**src/rtl/instruction_queue.sv**
```systemverilog
// Fetch-and-buffer stage: issues sequential instruction fetches with static branch
// prediction, decodes returned words into pci_t and buffers them for the reorder buffer.
package rv32i_types;
    typedef enum logic [6:0] {
        op_lui   = 7'b0110111,
        op_auipc = 7'b0010111,
        op_jal   = 7'b1101111,
        op_jalr  = 7'b1100111,
        op_br    = 7'b1100011,
        op_load  = 7'b0000011,
        op_store = 7'b0100011,
        op_imm   = 7'b0010011,
        op_reg   = 7'b0110011,
        op_csr   = 7'b1110011
    } rv32i_opcode;

    typedef struct packed {
        logic [31:0] pc;
        logic [31:0] branch_pc;
        logic        br_pred;
        rv32i_opcode opcode;
        logic [4:0]  rd;
        logic [4:0]  rs1;
        logic [4:0]  rs2;
        logic [2:0]  funct3;
        logic [6:0]  funct7;
        logic [31:0] imm;
    } pci_t;
endpackage

module instruction_queue
    import rv32i_types::*;
#(
    parameter int                width    = 32,
    parameter int                size     = 8,
    parameter logic [width-1:0]  reset_pc = 32'h00000060
) (
    input  logic             clk,
    input  logic             rst,
    output logic [width-1:0] instr_mem_address,
    output logic             instr_mem_read,
    input  logic [width-1:0] instr_mem_rdata,
    input  logic             instr_mem_resp,
    input  logic             instr_q_dequeue,
    input  logic             flush_valid,
    input  logic [width-1:0] flush_pc,
    output pci_t             pci,
    output logic             instr_q_empty,
    output logic             instr_q_full
);
    localparam int             pw       = $clog2(size);
    localparam int             cw       = pw + 1;
    localparam logic [cw-1:0]  full_cnt = cw'(size);

    typedef enum logic [1:0] {IDLE, FETCH, STALL, DISCARD} state_t;

    state_t          state_r, state_s;
    logic [width-1:0] fetch_pc_r, fetch_pc_s;
    logic [width-1:0] redirect_r, redirect_s;
    logic [pw-1:0]    head_r, tail_r;
    logic [cw-1:0]    count_r, count_s;
    pci_t             entries_r [size];
    pci_t             resp_pci_s;
    logic             bypass_s, wr_s, deq_s;

    function automatic pci_t reset_pci();
        pci_t p;
        p        = '0;
        p.opcode = op_imm;
        return p;
    endfunction

    function automatic pci_t decode(input logic [31:0] w, input logic [31:0] pc);
        pci_t        p;
        logic [31:0] imm_i, imm_s, imm_b, imm_u, imm_j;
        imm_i = {{20{w[31]}}, w[31:20]};
        imm_s = {{20{w[31]}}, w[31:25], w[11:7]};
        imm_b = {{19{w[31]}}, w[31], w[7], w[30:25], w[11:8], 1'b0};
        imm_u = {w[31:12], 12'h000};
        imm_j = {{11{w[31]}}, w[31], w[19:12], w[20], w[30:21], 1'b0};
        p           = '0;
        p.pc        = pc;
        p.opcode    = rv32i_opcode'(w[6:0]);
        p.rd        = w[11:7];
        p.funct3    = w[14:12];
        p.rs1       = w[19:15];
        p.rs2       = w[24:20];
        p.funct7    = w[31:25];
        p.branch_pc = pc + 32'd4;
        p.br_pred   = 1'b0;
        case (p.opcode)
            op_lui, op_auipc: p.imm = imm_u;
            op_store:         p.imm = imm_s;
            op_reg:           p.imm = 32'd0;
            op_jal: begin
                p.imm       = imm_j;
                p.branch_pc = pc + imm_j;
                p.br_pred   = 1'b1;
            end
            op_br: begin
                // Backward branches are predicted taken
                p.imm       = imm_b;
                p.branch_pc = pc + imm_b;
                p.br_pred   = imm_b[31];
            end
            default:          p.imm = imm_i;
        endcase
        return p;
    endfunction

    function automatic logic [31:0] next_pc(input pci_t p);
        return p.br_pred ? p.branch_pc : (p.pc + 32'd4);
    endfunction

    // Response decode, bypass detection and FIFO occupancy update
    always_comb begin
        resp_pci_s = decode(instr_mem_rdata, fetch_pc_r);
        bypass_s   = (state_r == FETCH) && (count_r == '0) && instr_mem_resp && !flush_valid;
        wr_s       = (state_r == FETCH) && instr_mem_resp && !flush_valid
                     && !(bypass_s && instr_q_dequeue);
        deq_s      = instr_q_dequeue && !flush_valid && (count_r != '0);
        count_s    = count_r;
        if (flush_valid) begin
            count_s = '0;
        end else if (wr_s && !deq_s) begin
            count_s = count_r + cw'(1);
        end else if (!wr_s && deq_s) begin
            count_s = count_r - cw'(1);
        end else begin
            count_s = count_r;
        end
    end

    // Fetch FSM next state, next fetch PC and redirect latch
    always_comb begin
        state_s    = state_r;
        fetch_pc_s = fetch_pc_r;
        redirect_s = redirect_r;
        case (state_r)
            IDLE: begin
                state_s    = FETCH;
                fetch_pc_s = flush_valid ? flush_pc : fetch_pc_r;
            end
            FETCH: begin
                if (flush_valid && instr_mem_resp) begin
                    fetch_pc_s = flush_pc;
                end else if (flush_valid) begin
                    state_s    = DISCARD;
                    redirect_s = flush_pc;
                end else if (instr_mem_resp) begin
                    fetch_pc_s = next_pc(resp_pci_s);
                    state_s    = (count_s == full_cnt) ? STALL : FETCH;
                end else begin
                    state_s = FETCH;
                end
            end
            STALL: begin
                if (flush_valid) begin
                    state_s    = FETCH;
                    fetch_pc_s = flush_pc;
                end else if (count_s != full_cnt) begin
                    state_s = FETCH;
                end else begin
                    state_s = STALL;
                end
            end
            DISCARD: begin
                // The newest flush target wins; the in-flight address stays on the bus
                redirect_s = flush_valid ? flush_pc : redirect_r;
                if (instr_mem_resp) begin
                    state_s    = FETCH;
                    fetch_pc_s = redirect_s;
                end else begin
                    state_s = DISCARD;
                end
            end
            default: state_s = IDLE;
        endcase
    end

    // Control state and pointer registers
    always_ff @(posedge clk or negedge rst) begin
        if (!rst) begin
            state_r    <= IDLE;
            fetch_pc_r <= reset_pc;
            redirect_r <= reset_pc;
            head_r     <= '0;
            tail_r     <= '0;
            count_r    <= '0;
        end else begin
            state_r    <= state_s;
            fetch_pc_r <= fetch_pc_s;
            redirect_r <= redirect_s;
            count_r    <= count_s;
            head_r     <= flush_valid ? '0 : (deq_s ? head_r + pw'(1) : head_r);
            tail_r     <= flush_valid ? '0 : (wr_s ? tail_r + pw'(1) : tail_r);
        end
    end

    // FIFO storage
    always_ff @(posedge clk or negedge rst) begin
        if (!rst) begin
            for (int i = 0; i < size; i++) begin
                entries_r[i] <= reset_pci();
            end
        end else if (wr_s) begin
            entries_r[tail_r] <= resp_pci_s;
        end else begin
            entries_r[tail_r] <= entries_r[tail_r];
        end
    end

    assign instr_mem_read    = (state_r == FETCH) || (state_r == DISCARD);
    assign instr_mem_address = fetch_pc_r;
    assign instr_q_empty     = (count_r == '0);
    assign instr_q_full      = (count_r == full_cnt);
    assign pci               = bypass_s ? resp_pci_s : entries_r[head_r];
endmodule
```
**config.mk**
```make
export PLATFORM = sky130hd
export DESIGN_NAME = instruction_queue
export DESIGN_NICKNAME = d
export VERILOG_FILES = /design/src/rtl/instruction_queue.sv
export SDC_FILE = /design/constraint.sdc
export NUM_CORES = 2
export LEC_CHECK = 0
export CORE_ASPECT_RATIO = 1.5
export CORE_UTILIZATION = 56
export DETAILED_ROUTE_END_ITERATION = 10
export PLACE_DENSITY_LB_ADDON = 0.05
export SYNTH_ARGS = -nofsm -noshare
export SYNTH_HDL_FRONTEND = slang
export SYNTH_SLANG_ARGS = --single-unit
```
**constraint.sdc**
```tcl
create_clock -name clk -period 6.8 [get_ports clk]
set_input_delay 1.7 -clock clk [delete_from_list [all_inputs] [get_ports clk]]
set_output_delay 1.7 -clock clk [all_outputs]
set_load 0.03 [all_outputs]
```
==> metrics.yaml <==
status: "finished with violations"
violations: "negative setup slack"
drv_slew: 0
grt_pass1_vias: 50075
yosysWarnings: 0
drt-total-wl_mm: 204
num_io_pins: 233
clk_pin_slew_worst_paths_ns: 0.06
hold_violations: 0
syn-num-nets: 5966
met2_usage_pct: 62.2
r2r_start: "instr_mem_address[2]"
drt_first_iter_violations: 5287
area_growth_pct: 16.3
nets: 6077
cts_sinks: 1108
fill_cells: 8186
cts_buffers: 107
fin_skew_ns: 0.0274
cts_tree: "yes"
path_buf_inv: 5
rsz0062_at_grt: "true"
min_path_type: "flop to flop"
die_width_microns: 264
crit_path_start_kind: "primary input"
end_kind: "output port"
fin_crit_ns: 6.84
h-tree-depth: 3
seq_power_share_pct: 37.6
fp.dieArea_sq_mm: 0.104
core_area_sq_mm: 0.102
synth-edff-count: 0
p_comb_share_pct: 38.5
vias_per_cell: 6.77
synthCells: 5857
irDropWorstVdd_mv: 0.302
overflow: 0
timing.fmax_mhz: 146
worstHoldStart: "entries_r[58]"
critPathLaunch: "instr_mem_rdata[3]"
drive_above_1_share_pct: 16.4
grt_use_total_pct: 39.5
ys_types: 77
slew_headroom_pct: 24.1
finalCoreUtilization_pct: 66.1
cp_top_family: "compound AO/OA/AOI/OAI gates"
switching_share_pct: 37.7
leakage_nw: 28.0
synthArstFlopShare_pct: 100
synthFlopType: "dfrtp_1"
arrival_ns: 5.14
ys_seq_elements: 1108
crit_fanout: 6
io_buffer_count: 232
seq_area_sq_mm: 0.0278
p_sw_w: 0.00985
critPathKind: "primary input to output port"
ys_seq_area_share_pct: 48.1
grt_pass1_wl_mm: 311
fp-row-count: 143
use_met1_pct: 50.5
powerDensity_mw_per_mm2: 390
period_share_pct: 101
ctsHoldBuffers: 0
dpl.hpwl_mm: 124
setup_viol: 3
drt_drc_violations_left: 0
busiest_layer: "met2"
grt_max_degree: 199
critPathRequiredTime_ns: 5.10
antenna_found_initial: 10
place_congestion: 0.940
wire_per_inst_microns: 27.7
multiInputGateArea_sq_mm: 0.0284
crit_path_top_delay_cell: "or3_4"
path_cells: "buf_4 > or3_4 > nor2_4 > nand2_4 > buf_6 > mux2_4 > ha_4 > a21oi_2 > buf_4 > o21bai_4 > buf_6 > o211a_1 > o31ai_4 > a211oi_2 > or3_4 > a31o_4 > nand2_2 > o21ai_2 > buf_6"
grt_use_met3_pct: 7.56
p_int_w: 0.0163
drt-pass1-iter-count: 9
drtAntennaViolNets: 0
cp_slowest_stage_delay_ns: 0.41
fin_setup_tns_ns: -0.0651
tightest_slew_ns: 1.14
cap_violations: 0
dieHeight_microns: 395
pwr-share-clk_pct: 23.9
cts-root-buf: "clkbuf_16"
clk_latency_ns: 0.74
path_common_cell: "buf_6"
vias: 49836
setup_ws_ns: -0.0433
clock_path_buffers: 3
synth.avg_cell_area_sq_um: 9.85
hold_ws_ns: 0.488
start_util_pct: 56.8
synth_area_sq_mm: 0.0577
[metal layers]
layer  wire length [microns]  vias up  share of wire [%]
li1                        -    21796                  -
met1                   76600    24690                 38
met2                   93800     2710                 46
met3                   19500      630                9.5
met4                   13800       10                6.8
met5                      75        -              0.037
[layout by cell type, fill, tap and decap left out, types with 16 or more instances in the layout]
| cell type | instances |
|---|---|
| dfrtp_1 | 1077 |
| clkbuf_8 | 18 |
| mux4_2 | 258 |
| buf_12 | 102 |
| ha_1 | 31 |
| a221oi_1 | 153 |
| a211oi_1 | 29 |
| clkbuf_1 | 37 |
| inv_1 | 19 |
| xor2_1 | 30 |
| mux2_2 | 37 |
| o21ai_1 | 27 |
| a21o_1 | 16 |
| nand4_1 | 102 |
| nand3_1 | 40 |
| a22oi_1 | 272 |
| buf_4 | 284 |
| nor2b_1 | 17 |
| clkdlybuf4s50_1 | 134 |
| xnor2_1 | 22 |
| dfstp_2 | 28 |
| a21oi_1 | 167 |
| clkbuf_16 | 111 |
| nand2_1 | 1173 |
| o21ai_2 | 18 |
| a22o_1 | 123 |
| mux2i_1 | 121 |
| o21ai_0 | 1153 |
| nor2_1 | 162 |
[cells by family (layout without fill, tap and decap cells)]
logic type	Yosys count	in the layout	synth area share [%]
simple gates	1582	1582	11.3
xor+xnor	57	57	0.865
fa+ha+maj	40	40	0.880
mux	422	422	13.0
buf+inv	550	748	3.66
compound gates	2098	2098	22.2
other cells	0	3	0
flops	1108	1108	48.1
[state kept, by name, summed over array words and instances (netlist names)]
register           count
tail_r                 3
entries_r           1032
redirect_r            32
instr_mem_address     32
head_r                 3
state_r                2
count_r                4
[worst min-delay path, delay by kind of cell, from the launching register on]
kind            cells  cell delay (ns)
simple gates        1             0.04
compound gates      1             0.07
flops               1             0.37
[area by class of cell]
type                       count  share of cell area, %
timing repair buffer         532                   8.42
clock buffer                 166                   4.71
tap                         1305                   2.43
multi-input combinational   4199                   42.3
clock inverter                30                  0.660
antenna                        3                 0.0112
inverter                      20                  0.112
sequential                  1108                   41.4
[through the flow]
step / cells / setup WS (ns) / total power, W / instance area (sq um)
2_1_floorplan: 5857 / 0.00362 / 0.0153 / 57700
3_3_place_gp: 7157 / -0.968 / 0.0196 / 63000
3_5_place_dp: 7157 / -0.990 / 0.0198 / 63000
4_1_cts: 7360 / -0.154 / 0.0261 / 67000
5_1_grt: 7363 / -0.127 / 0.0275 / 67100
6_report: 7363 / -0.0433 / 0.0262 / 67100
[what timing repair did]
item / in CTS / in global routing
resized for setup: 96 / 26
pin swaps: 25 / 18
gates cloned: 0 / 0
buffers inserted: 7 / 0
endpoints found under the setup margin: 28 / 23
[worst paths after layout]
path                              endpoint  slack, ns  cells after the start
setup reg to reg            entries_r[740]       2.90                     11
hold reg to reg              entries_r[58]       0.49                      2
min in group asynchronous  entries_r[1018]       1.05                      1
setup / recovery                   pci[89]      -0.04                     19
hold / removal               entries_r[58]       0.49                      2
max in group asynchronous   entries_r[924]       4.34                      2
[power groups by stage]
stage	clock, W	sequential, W	combinational, W
floorplan	0	0.00939	0.00592
global placement	0	0.00983	0.00976
detailed placement	0	0.00992	0.00990
CTS	0.00629	0.00980	0.0100
global route	0.00654	0.0100	0.0109
finish	0.00624	0.00984	0.0101
[synthesized netlist by cell type, types with 11 or more instances]
master,instances,area (sq um)
nor3_1,13,65.1
xor2_1,31,272
a221oi_1,153,1340
nor2_1,168,631
nor2b_1,18,113
mux2i_1,123,1230
dfstp_2,28,736
a41o_1,13,130
ha_1,39,488
mux2_2,41,462
o31ai_1,11,82.6
nand4_1,102,638
o21ai_1,22,110
mux4_2,258,5810
inv_1,19,71.3
a31oi_1,15,93.8
a22o_1,123,1080
nand3_1,43,215
o21ai_0,1169,5850
xnor2_1,26,228
nand2_1,1180,4430
clkbuf_1,440,1650
a211oi_1,31,233
buf_2,35,175
a21o_1,16,120
a222oi_1,15,150
a22oi_1,272,2040
dfrtp_1,1080,27000
buf_1,53,199
a21oi_1,182,911
a32o_1,11,110
No activity file was read; power rests on OpenSTA's default activity.
